**src/rtl/param_datapath.sv**
```systemverilog
`timescale 1ns/1ps
`default_nettype none
// ============================================================================
// Module   : param_datapath
// Brief    : Parametrised single-cycle datapath (PC, 2R1W register file, ALU,
//            next-PC) with an iterative shift-add multiplier and memory stall.
// Revision : 1.0 - initial release
// ============================================================================
module param_datapath #(
  parameter int DWIDTH  = 8,
  parameter int IWIDTH  = 16,
  parameter int REGBITS = 3
) (
  input  logic              clk,
  input  logic              reset,
  input  logic              memtoreg,
  input  logic              branch,
  input  logic              alusrc,
  input  logic              regdst,
  input  logic              regwrite,
  input  logic              jump,
  input  logic [3:0]        alucontrol,
  input  logic              memready,
  input  logic [IWIDTH-1:0] instr,
  input  logic [DWIDTH-1:0] readdata,
  output logic              pcsrc,
  output logic              zero,
  output logic [DWIDTH-1:0] pc,
  output logic [DWIDTH-1:0] aluout,
  output logic [DWIDTH-1:0] writedata,
  output logic              stall,
  output logic              busy
);

  localparam int NREGS = 2**REGBITS;
  localparam int IMMW  = IWIDTH - 4 - 2*REGBITS;
  localparam int JTW   = IWIDTH - 4;
  localparam int SHW   = $clog2(DWIDTH);
  localparam int CW    = $clog2(DWIDTH);

  localparam logic [3:0] ALU_ADD = 4'b0000;
  localparam logic [3:0] ALU_SUB = 4'b0001;
  localparam logic [3:0] ALU_AND = 4'b0010;
  localparam logic [3:0] ALU_OR  = 4'b0011;
  localparam logic [3:0] ALU_XOR = 4'b0100;
  localparam logic [3:0] ALU_NOR = 4'b0101;
  localparam logic [3:0] ALU_SLT = 4'b0110;
  localparam logic [3:0] ALU_SLL = 4'b0111;
  localparam logic [3:0] ALU_SRL = 4'b1000;
  localparam logic [3:0] ALU_SRA = 4'b1001;
  localparam logic [3:0] ALU_MUL = 4'b1010;

  typedef enum logic [1:0] {
    S_IDLE = 2'd0,
    S_RUN  = 2'd1,
    S_DONE = 2'd2
  } mul_state_t;

  mul_state_t        state;
  logic [REGBITS-1:0] rs, rt, rd, waddr;
  logic [DWIDTH-1:0]  imm_ext, jtarget;
  logic [DWIDTH-1:0]  regs [NREGS];
  logic [DWIDTH-1:0]  rs_val, rt_val, alu_b, alu_res, wdata, pc_next;
  logic [DWIDTH-1:0]  product, mcand, mplier;
  logic [CW-1:0]      count;
  logic [SHW-1:0]     shamt;
  logic               mem_stall, mul_stall;
  logic               unused_op;

  assign rs = instr[IWIDTH-5 -: REGBITS];
  assign rt = instr[IWIDTH-5-REGBITS -: REGBITS];
  assign rd = instr[IWIDTH-5-2*REGBITS -: REGBITS];
  assign unused_op = ^instr[IWIDTH-1:IWIDTH-4];

  generate
    if (IMMW >= DWIDTH) begin : g_imm_trunc
      assign imm_ext = instr[DWIDTH-1:0];
    end else begin : g_imm_sext
      assign imm_ext = {{(DWIDTH-IMMW){instr[IMMW-1]}}, instr[IMMW-1:0]};
    end
    if (JTW >= DWIDTH) begin : g_jt_trunc
      assign jtarget = instr[DWIDTH-1:0];
    end else begin : g_jt_zext
      assign jtarget = {{(DWIDTH-JTW){1'b0}}, instr[JTW-1:0]};
    end
  endgenerate

  // r0 is hard-wired to zero on both read ports
  assign rs_val    = (rs == '0) ? '0 : regs[rs];
  assign rt_val    = (rt == '0) ? '0 : regs[rt];
  assign writedata = rt_val;
  assign alu_b     = alusrc ? imm_ext : rt_val;
  assign shamt     = alu_b[SHW-1:0];
  assign waddr     = regdst ? rd : rt;
  assign wdata     = memtoreg ? readdata : aluout;

  always_comb begin
    alu_res = '0;
    case (alucontrol)
      ALU_ADD: alu_res = rs_val + alu_b;
      ALU_SUB: alu_res = rs_val - alu_b;
      ALU_AND: alu_res = rs_val & alu_b;
      ALU_OR:  alu_res = rs_val | alu_b;
      ALU_XOR: alu_res = rs_val ^ alu_b;
      ALU_NOR: alu_res = ~(rs_val | alu_b);
      ALU_SLT: alu_res = {{(DWIDTH-1){1'b0}}, ($signed(rs_val) < $signed(alu_b))};
      ALU_SLL: alu_res = rs_val << shamt;
      ALU_SRL: alu_res = rs_val >> shamt;
      ALU_SRA: alu_res = $signed(rs_val) >>> shamt;
      default: alu_res = '0;
    endcase
  end

  assign aluout = (busy || alucontrol == ALU_MUL) ? product : alu_res;
  assign zero   = (aluout == '0);
  assign pcsrc  = branch & zero;

  assign mem_stall = memtoreg & ~memready;
  assign mul_stall = ((state == S_IDLE) && (alucontrol == ALU_MUL)) || (state == S_RUN);
  assign stall     = mem_stall | mul_stall;

  always_comb begin
    pc_next = pc + DWIDTH'(1);
    if (jump)
      pc_next = jtarget;
    else if (pcsrc)
      pc_next = pc + DWIDTH'(1) + imm_ext;
  end

  always_ff @(posedge clk or posedge reset) begin
    if (reset)
      pc <= '0;
    else if (!stall)
      pc <= pc_next;
  end

  always_ff @(posedge clk or posedge reset) begin
    if (reset) begin
      for (int i = 0; i < NREGS; i++)
        regs[i] <= '0;
    end else if (regwrite && !stall && (waddr != '0)) begin
      regs[waddr] <= wdata;
    end
  end

  // DONE is held while a concurrent memory stall blocks the writeback
  always_ff @(posedge clk or posedge reset) begin
    if (reset) begin
      state   <= S_IDLE;
      busy    <= 1'b0;
      product <= '0;
      mcand   <= '0;
      mplier  <= '0;
      count   <= '0;
    end else begin
      case (state)
        S_IDLE: begin
          if (alucontrol == ALU_MUL) begin
            mcand   <= rs_val;
            mplier  <= alu_b;
            product <= '0;
            count   <= '0;
            busy    <= 1'b1;
            state   <= S_RUN;
          end
        end
        S_RUN: begin
          if (alucontrol != ALU_MUL) begin
            busy  <= 1'b0;
            state <= S_IDLE;
          end else begin
            if (mplier[0])
              product <= product + mcand;
            mcand  <= mcand << 1;
            mplier <= mplier >> 1;
            count  <= count + 1'b1;
            if (count == CW'(DWIDTH-1)) begin
              busy  <= 1'b0;
              state <= S_DONE;
            end
          end
        end
        S_DONE: begin
          if ((alucontrol != ALU_MUL) || !mem_stall)
            state <= S_IDLE;
        end
        default: begin
          busy  <= 1'b0;
          state <= S_IDLE;
        end
      endcase
    end
  end

endmodule
`default_nettype wire
```
**config.mk**
```make
export PLATFORM = sky130hd
export DESIGN_NAME = param_datapath
export DESIGN_NICKNAME = d
export VERILOG_FILES = /design/src/rtl/param_datapath.sv
export SDC_FILE = /design/constraint.sdc
export NUM_CORES = 1
export LEC_CHECK = 0
export CORE_MARGIN = 8
export CORE_UTILIZATION = 55
export DETAILED_ROUTE_END_ITERATION = 10
export HOLD_SLACK_MARGIN = 0.06
export PLACE_DENSITY = 0.81
export SYNTH_ARGS = -nofsm -noshare
export SYNTH_HDL_FRONTEND = slang
export SYNTH_SLANG_ARGS = --single-unit
```
**constraint.sdc**
```tcl
create_clock -name clk -period 7.3 [get_ports clk]
set_input_delay 1.46 -clock clk [delete_from_list [all_inputs] [get_ports clk]]
set_output_delay 1.46 -clock clk [all_outputs]
set_load 0.01 [all_outputs]
```
Word-level counts from Yosys, hierarchy flattened
Cells that the tools add are included.
{"block": "word_totals", "regBits": 102, "output_inout_bits": 28, "elab_cells": 120}
{"block": "classes", "add_sub_neg": 6, "order_cmp": 5, "eq_ne": 19, "shift": 3, "muxes": 40, "bitwise_logic": 12, "reduce_logical": 20}
{"cell": "two-way mux 8 bit", "n": 19}
{"cell": "case mux 8 bit (10 select lines)", "n": 1}
{"cell": "bitwise mux 64 bit", "n": 1}
{"cell": "binary-select mux 8 bit (select 3 bit)", "n": 2}
{"cell": "case mux 8 bit (2 select lines)", "n": 3}
{"cell": "adder 8 bit", "n": 3}
{"cell": "demux 8 bit (select 3 bit)", "n": 1}
{"cell": "== test 4 x 3 -> 1 bit (second input constant)", "n": 4}
{"cell": "== test 4 bit (second input constant)", "n": 3}
{"cell": "greater-or-equal comparator 4 bit (second input constant)", "n": 3}
{"cell": "inverter 3 -> 4 bit", "n": 3}
{"cell": "two-way mux 3 bit", "n": 3}
{"cell": "AND reduction 3 bit", "n": 3}
{"cell": "adder 8 x 1 -> 8 bit (second input constant)", "n": 1}
{"cell": "AND 8 bit", "n": 1}
{"cell": "== test 4 x 2 -> 1 bit (second input constant)", "n": 2}
{"cell": "logical NOT 8 bit", "n": 1}
{"cell": "< comparator 8 bit", "n": 1}
{"cell": "two-way mux 2 bit", "n": 4}
{"cell": "inequality test 2 bit (second input constant)", "n": 4}
{"cell": "inverter 8 bit", "n": 1}
{"cell": "bitwise OR 8 bit", "n": 1}
{"cell": "left shift 8 x 3 -> 8 bit", "n": 1}
{"cell": "right shift 8 x 3 -> 8 bit", "n": 1}
{"cell": "other kinds (27)", "n": 38}

Logic depth before layout (Yosys ltp)
Gate-level depths: netlist of run 1.
{"block": "depth", "depth_word": 14, "depth_mapped": 21, "ltp_nobuf": 19}

Worst setup path after synthesis of run 1
OpenSTA, ideal clock, no wires.
{"block": "synth_path", "path_type": "input -> output", "start": "in instr[7]", "end": "out zero", "arrival_ps": 5279, "setup_slack_ps": 561, "stages": 18, "path_buffers": 4, "path_cell_list": "buf_6 > buf_2 > buf_1 > mux4_2 > o21ai_0 > nor2_1 > a21oi_1 > ha_1 > clkbuf_1 > or3_1 > o221ai_1 > a221oi_1 > xnor2_1 > a221oi_1 > o211a_1 > inv_1 > nor3_1 > and4b_1"}
{"block": "synth_via", "elab_chain_cells": 11}
{"item": "from (decl)", "line": "24", "source": "input logic [IWIDTH-1:0] instr,"}
{"item": "inverter 3 -> 4 bit (not written as such)", "line": "90", "source": "assign rt_val = (rt == '0) ? '0 : regs[rt];"}
{"item": "binary-select mux 8 bit (select 3 bit)", "line": "90"}
{"item": "two-way mux 8 bit (not written as such) (2 in series)", "line": "90"}
{"item": "two-way mux 8 bit *", "line": "90"}
{"item": "two-way mux 8 bit *", "line": "92", "source": "assign alu_b = alusrc ? imm_ext : rt_val;"}
{"item": "branches (longest 2 deep; another with subtractor 8 bit)"}
{"item": "case mux 8 bit (10 select lines) *", "line": "99", "source": "case (alucontrol)"}
{"item": "two-way mux 8 bit *", "line": "114", "source": "assign aluout = (busy || alucontrol == ALU_MUL) ? product : alu_res;"}
{"item": "named net aluout[7]", "line": "29", "source": "output logic [DWIDTH-1:0] aluout,"}
{"item": "logical NOT 8 bit *", "line": "115", "source": "assign zero = (aluout == '0);"}
{"item": "to (decl)", "line": "27", "source": "output logic zero,"}
Mark *: on every way through the listed nets, which the timed path passes. The select of a mux whose other input is x is not followed.

Worst setup path in the final report of run 1
{"block": "layout_path", "start": "in instr[6]", "end": "out aluout[5]"}
{"block": "layout_via", "elab_chain_cells": 10}
{"item": "inverter 3 -> 4 bit (not written as such)", "line": "90"}
{"item": "binary-select mux 8 bit (select 3 bit)", "line": "90"}
{"item": "two-way mux 8 bit (not written as such) (2 in series)", "line": "90"}
{"item": "two-way mux 8 bit *", "line": "90"}
{"item": "two-way mux 8 bit *", "line": "92"}
{"item": "branches (longest 2 deep; another with subtractor 8 bit)"}
{"item": "case mux 8 bit (10 select lines) *", "line": "99"}
{"item": "two-way mux 8 bit *", "line": "114"}
{"item": "to (decl)", "line": "29"}
Every way passes the cells marked *. The select of a mux whose other input is x is not followed.

==> results of run 1 <==
area by class of cell:
class	count	area [sq um]	area share [%]
flip-flops and latches	96	2400	24.5
inverters	52	198	2.01
repair buffers	178	1540	15.7
multi-input cells	657	5160	52.6
clock inverters	7	65.1	0.663
well taps	180	225	2.29
clock buffers	9	225	2.29
Yosys cell counts (3+ instances only):
cell	count
xor2_1	6
mux4_2	10
nor3_1	11
a22o_1	13
a22oi_1	7
mux2i_1	37
a2111oi_0	3
nand2b_1	10
or2_2	3
o211ai_1	6
a32oi_1	6
o21ai_0	43
fa_1	4
buf_2	8
a21oi_1	63
o31ai_1	7
and4_1	3
and3_1	5
nor2_1	63
clkbuf_1	35
xnor2_1	17
a221o_1	4
a211oi_1	5
ha_1	42
o2111ai_1	3
or3_1	5
nand4_1	12
nor4_1	3
buf_6	3
a21o_1	7
o32ai_1	3
mux2_2	82
o22ai_1	3
nand3_1	18
buf_1	8
nand2_1	66
o211a_1	4
o21bai_1	7
a31oi_1	6
inv_1	50
dfrtp_1	96
nor2b_1	13
a221oi_1	13
o221ai_1	5
and2_1	3
worst min-delay path by stage:
stage | start | to | slack, ns | cells after the start
floorplan | regs[62] | regs[62] | 0.42 | 1
global placement | regs[62] | regs[62] | 0.36 | 0
detailed placement | regs[62] | regs[62] | 0.36 | 0
CTS | regs[62] | regs[62] | 0.38 | 0
global route | regs[62] | regs[62] | 0.39 | 0
finish | regs[62] | regs[62] | 0.39 | 0
state kept, by name, indices dropped and copies added, names as in the netlist:
register and flops:
mcand 8, product 8, busy 1, state 2, pc 8, count 3
mplier 8, regs 58
what timing repair did:
action	4_1_cts	5_1_grt
pin swaps	9	8
setup endpoints to repair	7	9
cloned	0	1
setup buffers	3	2
resized for setup	28	24
cells by family after synthesis:
family                     count (synthesis)  share of synthesized area [%]
AOI/OAI and AO/OA                        233                           20.4
xor gates and xnor gates                  23                           2.56
adders and majority gates                 46                           7.69
buffers and inverters                    107                           5.56
DFF                                       96                           30.5
muxes                                    132                           19.8
and+or+nand+nor                          223                           13.5
power breakdown:
part,switching (W),leakage [nW],internal (W)
sequential,0.000121,1.24,0.000659
combinational,0.000627,3.15,0.000611
clock,0.000227,0.137,0.000238
metrics by stage:
stage	total power (W)	std cells	cell area (sq um)	setup TNS, ns
3_3_place_gp	0.00191	1157	9320	-1.33
5_1_grt	0.00262	1179	9820	0
4_1_cts	0.00243	1176	9710	-0.0224
2_1_floorplan	0.00149	860	7880	0
3_5_place_dp	0.00195	1157	9320	-1.98
6_report	0.00248	1179	9820	0
cells in the final DEF, fill, tap and decap left out, drive strengths merged, types with 11 or more instances in the layout:
cell / synthesis / routed
clkdlybuf4s50: 0 / 53
nor2b: 13 / 13
xnor2: 17 / 17
buf: 20 / 117
mux2: 83 / 83
nand2: 66 / 66
mux2i: 39 / 39
ha: 42 / 42
inv: 51 / 53
a221oi: 13 / 13
nand4: 12 / 12
a22o: 13 / 13
a21oi: 63 / 63
nand3: 18 / 18
o21ai: 46 / 46
clkbuf: 35 / 12
nor2: 64 / 64
nor3: 11 / 11
dfrtp: 96 / 96
metal layers:
metal | GRT usage (%) | vias to the layer above | wire length, microns
li1 | - | 3447 | -
met1 | 35.5 | 3743 | 10600
met2 | 44.5 | 399 | 12300
met3 | 4.64 | 89 | 1800
met4 | 14.1 | 0 | 1090
met5 | 0 | - | 0
==> results.json, run 1 <==
{
  "filler_cell_count": 1031,
  "dr_total_vias": 7678,
  "grt_first_pass_wirelength_microns": 40300,
  "dr.pass1.iters": 7,
  "setup.reg_to_reg.worst_slack_ns": 2.78,
  "gr_ovfl_total": 0,
  "cp_slowest_cell": "clkdlybuf4s50_1",
  "cap_violations": 0,
  "finalNetCount": 1077,
  "synth_area_leader_cell": "dfrtp_1",
  "place.port_buffers": 60,
  "timing.critical_path.from": "instr[6]",
  "seq_area_frac_synth_pct": 30.5,
  "route.antenna.remaining_nets": 0,
  "routed_wire_length_per_instance_microns": 21.9,
  "maxSlewHeadroom_pct": 24.8,
  "n_diodes": 0,
  "synth_warnings": 0,
  "synth-seq-cells": 96,
  "setup_repair_after_global_routing_missed_its_margin": "no",
  "critical_path_arrival_ns": 5.68,
  "worst_slew_pin_slew_ns": 1.12,
  "die_height_microns": 136,
  "post_route_cells_drive_above_1_share_pct": 26.4,
  "vdd.ir_drop.worst_uv": 171,
  "power.static_leakage_nw": 4.52,
  "outcome": "finished clean",
  "netlist_instances": 860,
  "rows": 43,
  "hpwl_microns": 19100,
  "critPathBufInv": 7,
  "timing.final.crit_period_ns": 7.14,
  "timing.critical_path.required_ns": 5.84,
  "timing.critical_path.cells": "clkdlybuf4s50_1 -> buf_4 -> buf_4 -> mux4_2 -> o21ai_0 -> nor2_1 -> a21oi_1 -> ha_1 -> buf_4 -> nand3_1 -> o21ai_0 -> a222oi_1 -> o221ai_1 -> a21o_1 -> o21ai_1 -> inv_1 -> buf_4 -> clkdlybuf4s50_1",
  "finalClockSkew_ns": 0.0132,
  "grt_util_all_layers_pct": 27.8,
  "ctsRootBufferMaster": "clkbuf_16",
  "postRouteWirelength_microns": 25800,
  "worstSetupEndpointType": "primary output",
  "areaGrowthSynthToFinish_pct": 24.7,
  "cts_buffers": 9,
  "synthArstFlopShare_pct": 100,
  "synth_nets": 943,
  "cts_num_sinks": 96,
  "io_pins": 65,
  "postCtsHoldBufs": 0,
  "crit_cells": 18,
  "cp_common_cell": "buf_4",
  "grt_pass1_vias": 7464,
  "worst_slack_ns": 0.158,
  "setup_viol": 0,
  "clockBufferDepth": 2,
  "die-width_microns": 136,
  "startpoint_type": "primary input",
  "hold-worst-slack_ns": 0.391,
  "edff_count_synth": 0,
  "mappedNetlistArea_sq_um": 7880,
  "hold_viol_final": 0,
  "post_route_clock_period_utilization_pct": 97.8,
  "floorplan.initialDensity_pct": 56.5,
  "slowest_delay_ns": 0.50,
  "critPathKind": "primary input to primary output",
  "cp-endpoint": "aluout[5]",
  "crit_family": "buffers and inverters",
  "critPathMaxFanout": 6,
  "worstHoldPathType": "register to register",
  "synth_area_per_cell_sq_um": 9.16,
  "finalMaxSlewViolations": 0,
  "synth_ff_type": "dfrtp_1",
  "floorplan.die_area_sq_um": 18400,
  "detail_route.iter0.violations": 978,
  "most_area_consuming_cells_after_synthesis": "dfrtp_1 31%, mux2_2 12%, ha_1 6.7%",
  "yosys.area.top_type_share_pct": 30.5,
  "number_of_levels_the_h_tree_was_split_into": 3,
  "drt-vias-per-instance": 6.51,
  "layout.core_utilization_pct": 70.5,
  "number_of_antenna_violations_at_the_first_check_in_global_routing": 0,
  "power_density_normalized_to_cell_area_nw_per_um2": 253,
  "synth.distinct_cells": 77,
  "tritoncts": "done",
  "timing.reg2reg.worst_path_depth": 18,
  "crit-reg2reg-launch": "regs[24]",
  "achievable-frequency_mhz": 140,
  "placement.setup.worst_slack_ns": -0.561,
  "largest_net_degree_at_the_start_of_global_routing": 60,
  "rr_endpoint": "regs[6]",
  "clock_insertion_delay_worst_skew_ns": 0.35,
  "place.gp.congestion": 0.961,
  "detail_route.drc_violations": 0,
  "cts.reportedPaths.clkPinSlew_ns": 0.08,
  "core_area_sq_um": 13900
}
Power figures use the tool's default switching activity.
==> inputs of run 2 (changes only) <==
--- a/config.mk
+++ b/config.mk
@@ -10,6 +10,7 @@
 export DETAILED_ROUTE_END_ITERATION = 10
 export HOLD_SLACK_MARGIN = 0.06
 export PLACE_DENSITY = 0.81
+export SLEW_MARGIN = 20
 export SYNTH_ARGS = -nofsm -noshare
 export SYNTH_HDL_FRONTEND = slang
 export SYNTH_SLANG_ARGS = --single-unit
==> results of run 2 <==
No change in the layout: final DEF, timing and power equal those of run 1.
==> RTL change 1, RTL diff (config.mk and constraints of run 1) <==
`IWIDTH`: 16 -> 14.
--- a/src/rtl/param_datapath.sv
+++ b/src/rtl/param_datapath.sv
@@ -9,5 +9,5 @@
 module param_datapath #(
   parameter int DWIDTH  = 8,
-  parameter int IWIDTH  = 16,
+  parameter int IWIDTH  = 14,
   parameter int REGBITS = 3
 ) (
Ports: changed (resized instr); port bits go from 65 to 63. No check against the original RTL was run, so the function may have changed too.
==> RTL change 1 against run 1 <==
Synthesized cell count is 1.4% lower. Global-route usage is 0.43 points lower. Sequential cell count is 1 lower. Setup slack worse by 0.062 ns. Worst hold slack worse by 0.0075 ns. Non-clock buffer count is 2 lower. Power is 4.2% lower. Routed wire length is 2.9% lower. Cell area is 2.2% lower. Via count is 2.4% lower. Synthesized area is 0.89% lower. Maximum frequency is 0.86% lower. Largest cell class unchanged.
==> RTL change 1: results (changes against run 1) <==
<table>
<tr><th>Metric</th><th>Value</th></tr>
<tr><th colspan="2">Layout</th></tr>
<tr><td>Ratio of cells with drive above 1 in the final layout</td><td>24.8% (-1.7 points)</td></tr>
<tr><td>Fin nets</td><td>1061 (-1.5%)</td></tr>
<tr><td>Number of flip-flops in the largest register</td><td>57 (-1.7%)</td></tr>
<tr><th colspan="2">Critical path</th></tr>
<tr><td>Number of cell instances on the worst register-to-register path</td><td>19 (+1)</td></tr>
<tr><td>R2r setup slk</td><td>2.38 ns (-0.40 ns)</td></tr>
<tr><td>Delay-heaviest family, CP</td><td>simple AND/OR/NAND/NOR gates</td></tr>
<tr><td>Slowest cell delay on critical path</td><td>0.53 ns (+0.03 ns)</td></tr>
<tr><td>Critical R2R Capture</td><td>pc[7]</td></tr>
<tr><td>Maximum fanout along the worst path</td><td>5 (-1)</td></tr>
<tr><th colspan="2">Placement</th></tr>
<tr><td>Cell area reported after detailed placement</td><td>0.00920 sq mm (-1.3%)</td></tr>
<tr><td>Hpwl dp</td><td>18.4 mm (-3.6%)</td></tr>
<tr><th colspan="2">Global routing</th></tr>
<tr><td>Global Route Usage Sum</td><td>27.4% (-0.43 points)</td></tr>
<tr><td>Pin count of the biggest net entering global routing</td><td>77 (+28%)</td></tr>
<tr><td>First-pass GRT wire length</td><td>39.8 mm (-1.3%)</td></tr>
<tr><th colspan="2">Logic synthesis</th></tr>
<tr><td>Main area contributors after synthesis</td><td>dfrtp_1 (30%), mux2_2 (11%), ha_1 (6.7%)</td></tr>
<tr><td>Proportion of synthesized chip area in sequential cells</td><td>30.5% (-0.047 points)</td></tr>
<tr><td>Net count after synthesis</td><td>929 (-1.5%)</td></tr>
<tr><td>Post-synthesis cell type count</td><td>78 (+1.3%)</td></tr>
<tr><th colspan="2">Pwr</th></tr>
<tr><td>VDD IR max</td><td>0.000205 V (+20%)</td></tr>
<tr><td>Cell-internal power</td><td>1470 uW (-2.4%)</td></tr>
<tr><th colspan="2">Routing</th></tr>
<tr><td>Total detailed-routing wirelength</td><td>25.1 mm (-2.9%)</td></tr>
<tr><td>Detailed-route vias per instance</td><td>6.43 (-1.2%)</td></tr>
<tr><th colspan="2">Timing</th></tr>
<tr><td>Largest clock skew in the final design</td><td>0.00999 ns (-0.00325 ns)</td></tr>
<tr><th colspan="2">Run status</th></tr>
<tr><td>Result of the run</td><td>finished, final reports clean</td></tr>
<tr><th colspan="2">Worst hold path</th></tr>
<tr><td>Min-Delay Endpoint</td><td>regs[63]</td></tr>
</table>
-- RTL change 1: layer usage --
| metal | wire length, um | vias to the layer above | GRT usage [%] |
|---|---|---|---|
| met5 | 0 | - | 0 |
| met4 | 962 | 0 | 13.0 |
| met3 | 2030 | 82 | 4.82 |
| met2 | 11800 | 374 | 44.2 |
| met1 | 10300 | 3652 | 34.8 |
| li1 | - | 3384 | - |
-- RTL change 1: power groups by stage --
stage | Combinational, uW | Clock [uW] | Sequential, uW
finish | 1110 | 492 | 774
global placement | 1030 | 0 | 766
detailed placement | 1060 | 0 | 776
floorplan | 679 | 0 | 744
CTS | 1080 | 491 | 768
global route | 1200 | 513 | 789
-- RTL change 1: area by class of cell --
type	instances	area (sq um)
inverters	45	171
flip-flops and latches	95	2380
clock inverters	7	80.1
clock buffers	9	225
multi-input cells	653	5050
repair buffers	176	1470
well taps	180	225
fillers	1073	4280
-- RTL change 1: worst max path at each step --
stage | startpoint | endpoint | cells after the start
2_1_floorplan | instr[4] | pcsrc | 17
3_3_place_gp | instr[5] | pcsrc | 18
3_5_place_dp | instr[5] | pcsrc | 17
4_1_cts | instr[5] | aluout[2] | 17
5_1_grt | instr[4] | pcsrc | 18
6_report | instr[7] | pcsrc | 19
-- RTL change 1: metrics by stage --
| step | TNS [ns] | setup WS [ns] |
|---|---|---|
| 6_report | 0 | 0.0953 |
| 5_1_grt | -0.0713 | -0.0473 |
| 4_1_cts | 0 | 0.0567 |
| 3_5_place_dp | -1.93 | -0.587 |
| 3_3_place_gp | -1.61 | -0.513 |
| 2_1_floorplan | 0 | 0.431 |
-- RTL change 1: cell families (layout without fill, tap and decap cells) --
family	after synthesis	count (layout)	synth area share [%]
compound gates	238	238	20.8
xor+xnor	21	21	2.36
fa+ha+maj	46	46	7.76
buf+inv	100	237	5.55
flops	95	95	30.5
mux	129	129	19.0
simple gates	219	219	14.1
-- RTL change 1: worst register-to-register path: cells and delay by family, from the launching register on --
family	cells	cell delay, ns
compound gates	8	1.88
fa+ha+maj	2	0.59
flops	1	0.39
simple gates	3	0.53
mux	3	1.07
buf+inv	3	0.38
-- RTL change 1: what timing repair did --
item,4_1_cts,5_1_grt
setup endpoints to repair,7,5
resized for setup,17,13
setup buffers,3,3
pin swaps,4,5
==> RTL change 2, RTL diff (settings of run 1) <==
Made on the original files. Remove the case item `ALU_SUB` of the case on `alucontrol`.
--- a/src/rtl/param_datapath.sv
+++ b/src/rtl/param_datapath.sv
@@ -99,5 +99,4 @@
     case (alucontrol)
       ALU_ADD: alu_res = rs_val + alu_b;
-      ALU_SUB: alu_res = rs_val - alu_b;
       ALU_AND: alu_res = rs_val & alu_b;
       ALU_OR:  alu_res = rs_val | alu_b;
Check against the original RTL: not equivalent (Yosys sat finds a counterexample within 4 cycles, from zero or initial values and one cycle with reset high).
==> RTL change 2 against run 1 <==
Sequential cell count down 2. Non-clock buffer count decreased by 27. Synthesized area fell by 1.8%. Setup slack improved by 0.019 ns. Power shrank 2.4%. Clock power up 12%. Routed wire length is 8.9% lower. Global-route usage shrank 1.6 points. Cell area is 5.0% lower. Largest power group unchanged. Highest routed layer unchanged.
==> RTL change 2: results (changes against run 1) <==
<table>
<tr><th>Metric</th><th>Value</th></tr>
<tr><th colspan="2">Global routing</th></tr>
<tr><td>Vias in the first global route</td><td>6893 (-7.7%)</td></tr>
<tr><td>Pin count of the biggest net entering global routing</td><td>65 (+8.3%)</td></tr>
<tr><td>First-pass GRT wire length</td><td>37.3 mm (-7.5%)</td></tr>
<tr><th colspan="2">Critical path</th></tr>
<tr><td>Delay-heaviest family, CP</td><td>compound AO/OA/AOI/OAI gates</td></tr>
<tr><td>R2r setup slk</td><td>2.70 ns (-0.08 ns)</td></tr>
<tr><td>Maximum fanout along the worst path</td><td>5 (-1)</td></tr>
<tr><td>Worst setup path startpoint</td><td>instr[7]</td></tr>
<tr><td>Slowest stage cell on the critical path</td><td>mux4_2</td></tr>
<tr><td>Capturing element of the worst setup path</td><td>zero</td></tr>
<tr><th colspan="2">Layout</th></tr>
<tr><td>Number of flip-flops in the largest register</td><td>56 (-3.4%)</td></tr>
<tr><td>Sequential cell area in the final layout</td><td>0.00235 sq mm (-2.1%)</td></tr>
<tr><td>Count of filler cells inserted in the layout</td><td>1075 (+4.3%)</td></tr>
<tr><td>Fin nets</td><td>1027 (-4.6%)</td></tr>
<tr><th colspan="2">Pwr</th></tr>
<tr><td>Sequential share of power</td><td>31.9% (+0.5 points)</td></tr>
<tr><td>VDD IR max</td><td>0.000204 V (+19%)</td></tr>
<tr><td>Power dissipated in sequential cells</td><td>773 uW (-0.9%)</td></tr>
<tr><td>Cell-internal power</td><td>1500 uW (-0.67%)</td></tr>
<tr><td>Fraction of power consumed by the clock network</td><td>21.5% (+2.8 points)</td></tr>
<tr><th colspan="2">Routing</th></tr>
<tr><td>Iteration-0 DRC count of the detailed router</td><td>599 (-39%)</td></tr>
<tr><td>Detailed-routing iteration count for the pre-antenna-repair pass</td><td>6 (-1)</td></tr>
<tr><th colspan="2">Clock tree</th></tr>
<tr><td>Post CTS Setup Buffer Count</td><td>2 (-1)</td></tr>
<tr><th colspan="2">Placement</th></tr>
<tr><td>Cell area reported after detailed placement</td><td>0.00898 sq mm (-3.6%)</td></tr>
<tr><td>Dpl ws</td><td>-0.412 ns (+0.149 ns)</td></tr>
<tr><th colspan="2">Logic synthesis</th></tr>
<tr><td>Post-Synthesis Mean Instance Area</td><td>9.29 sq um (+1.4%)</td></tr>
<tr><td>Post-synthesis cell type count</td><td>85 (+10%)</td></tr>
<tr><th colspan="2">Timing</th></tr>
<tr><td>Worst hold slack</td><td>0.481 ns (+0.0909 ns)</td></tr>
<tr><th colspan="2">Run status</th></tr>
<tr><td>Result of the run</td><td>finished, final reports clean</td></tr>
</table>
==> RTL change 2: layout make-up <==
cell class | instances | share of cell area (%)
repair buffers | 151 | 14.0
flip-flops and latches | 94 | 25.2
clock inverters | 7 | 1.02
clock buffers | 9 | 2.41
inverters | 45 | 1.84
well taps | 180 | 2.41
multi-input cells | 644 | 53.1
==> RTL change 2: metal layers <==
layer	up-vias	track usage, %	share of wire (%)
li1	3278	-	-
met1	3414	32.3	40
met2	339	42.3	47
met3	81	5.50	7.8
met4	0	13.5	4.6
met5	-	0	0
==> RTL change 2: cells by family (layout without fill, tap and decap cells) <==
group	after synthesis	in the layout	synth area share, %
multiplexers	132	132	20.8
flip-flops	94	94	30.4
buffers and inverters	95	212	5.65
XOR/XNOR	20	20	2.26
adder cells (fa/ha/maj)	45	45	7.57
AND/OR/NAND/NOR	219	219	13.9
AO/OA/AOI/OAI	228	228	19.4
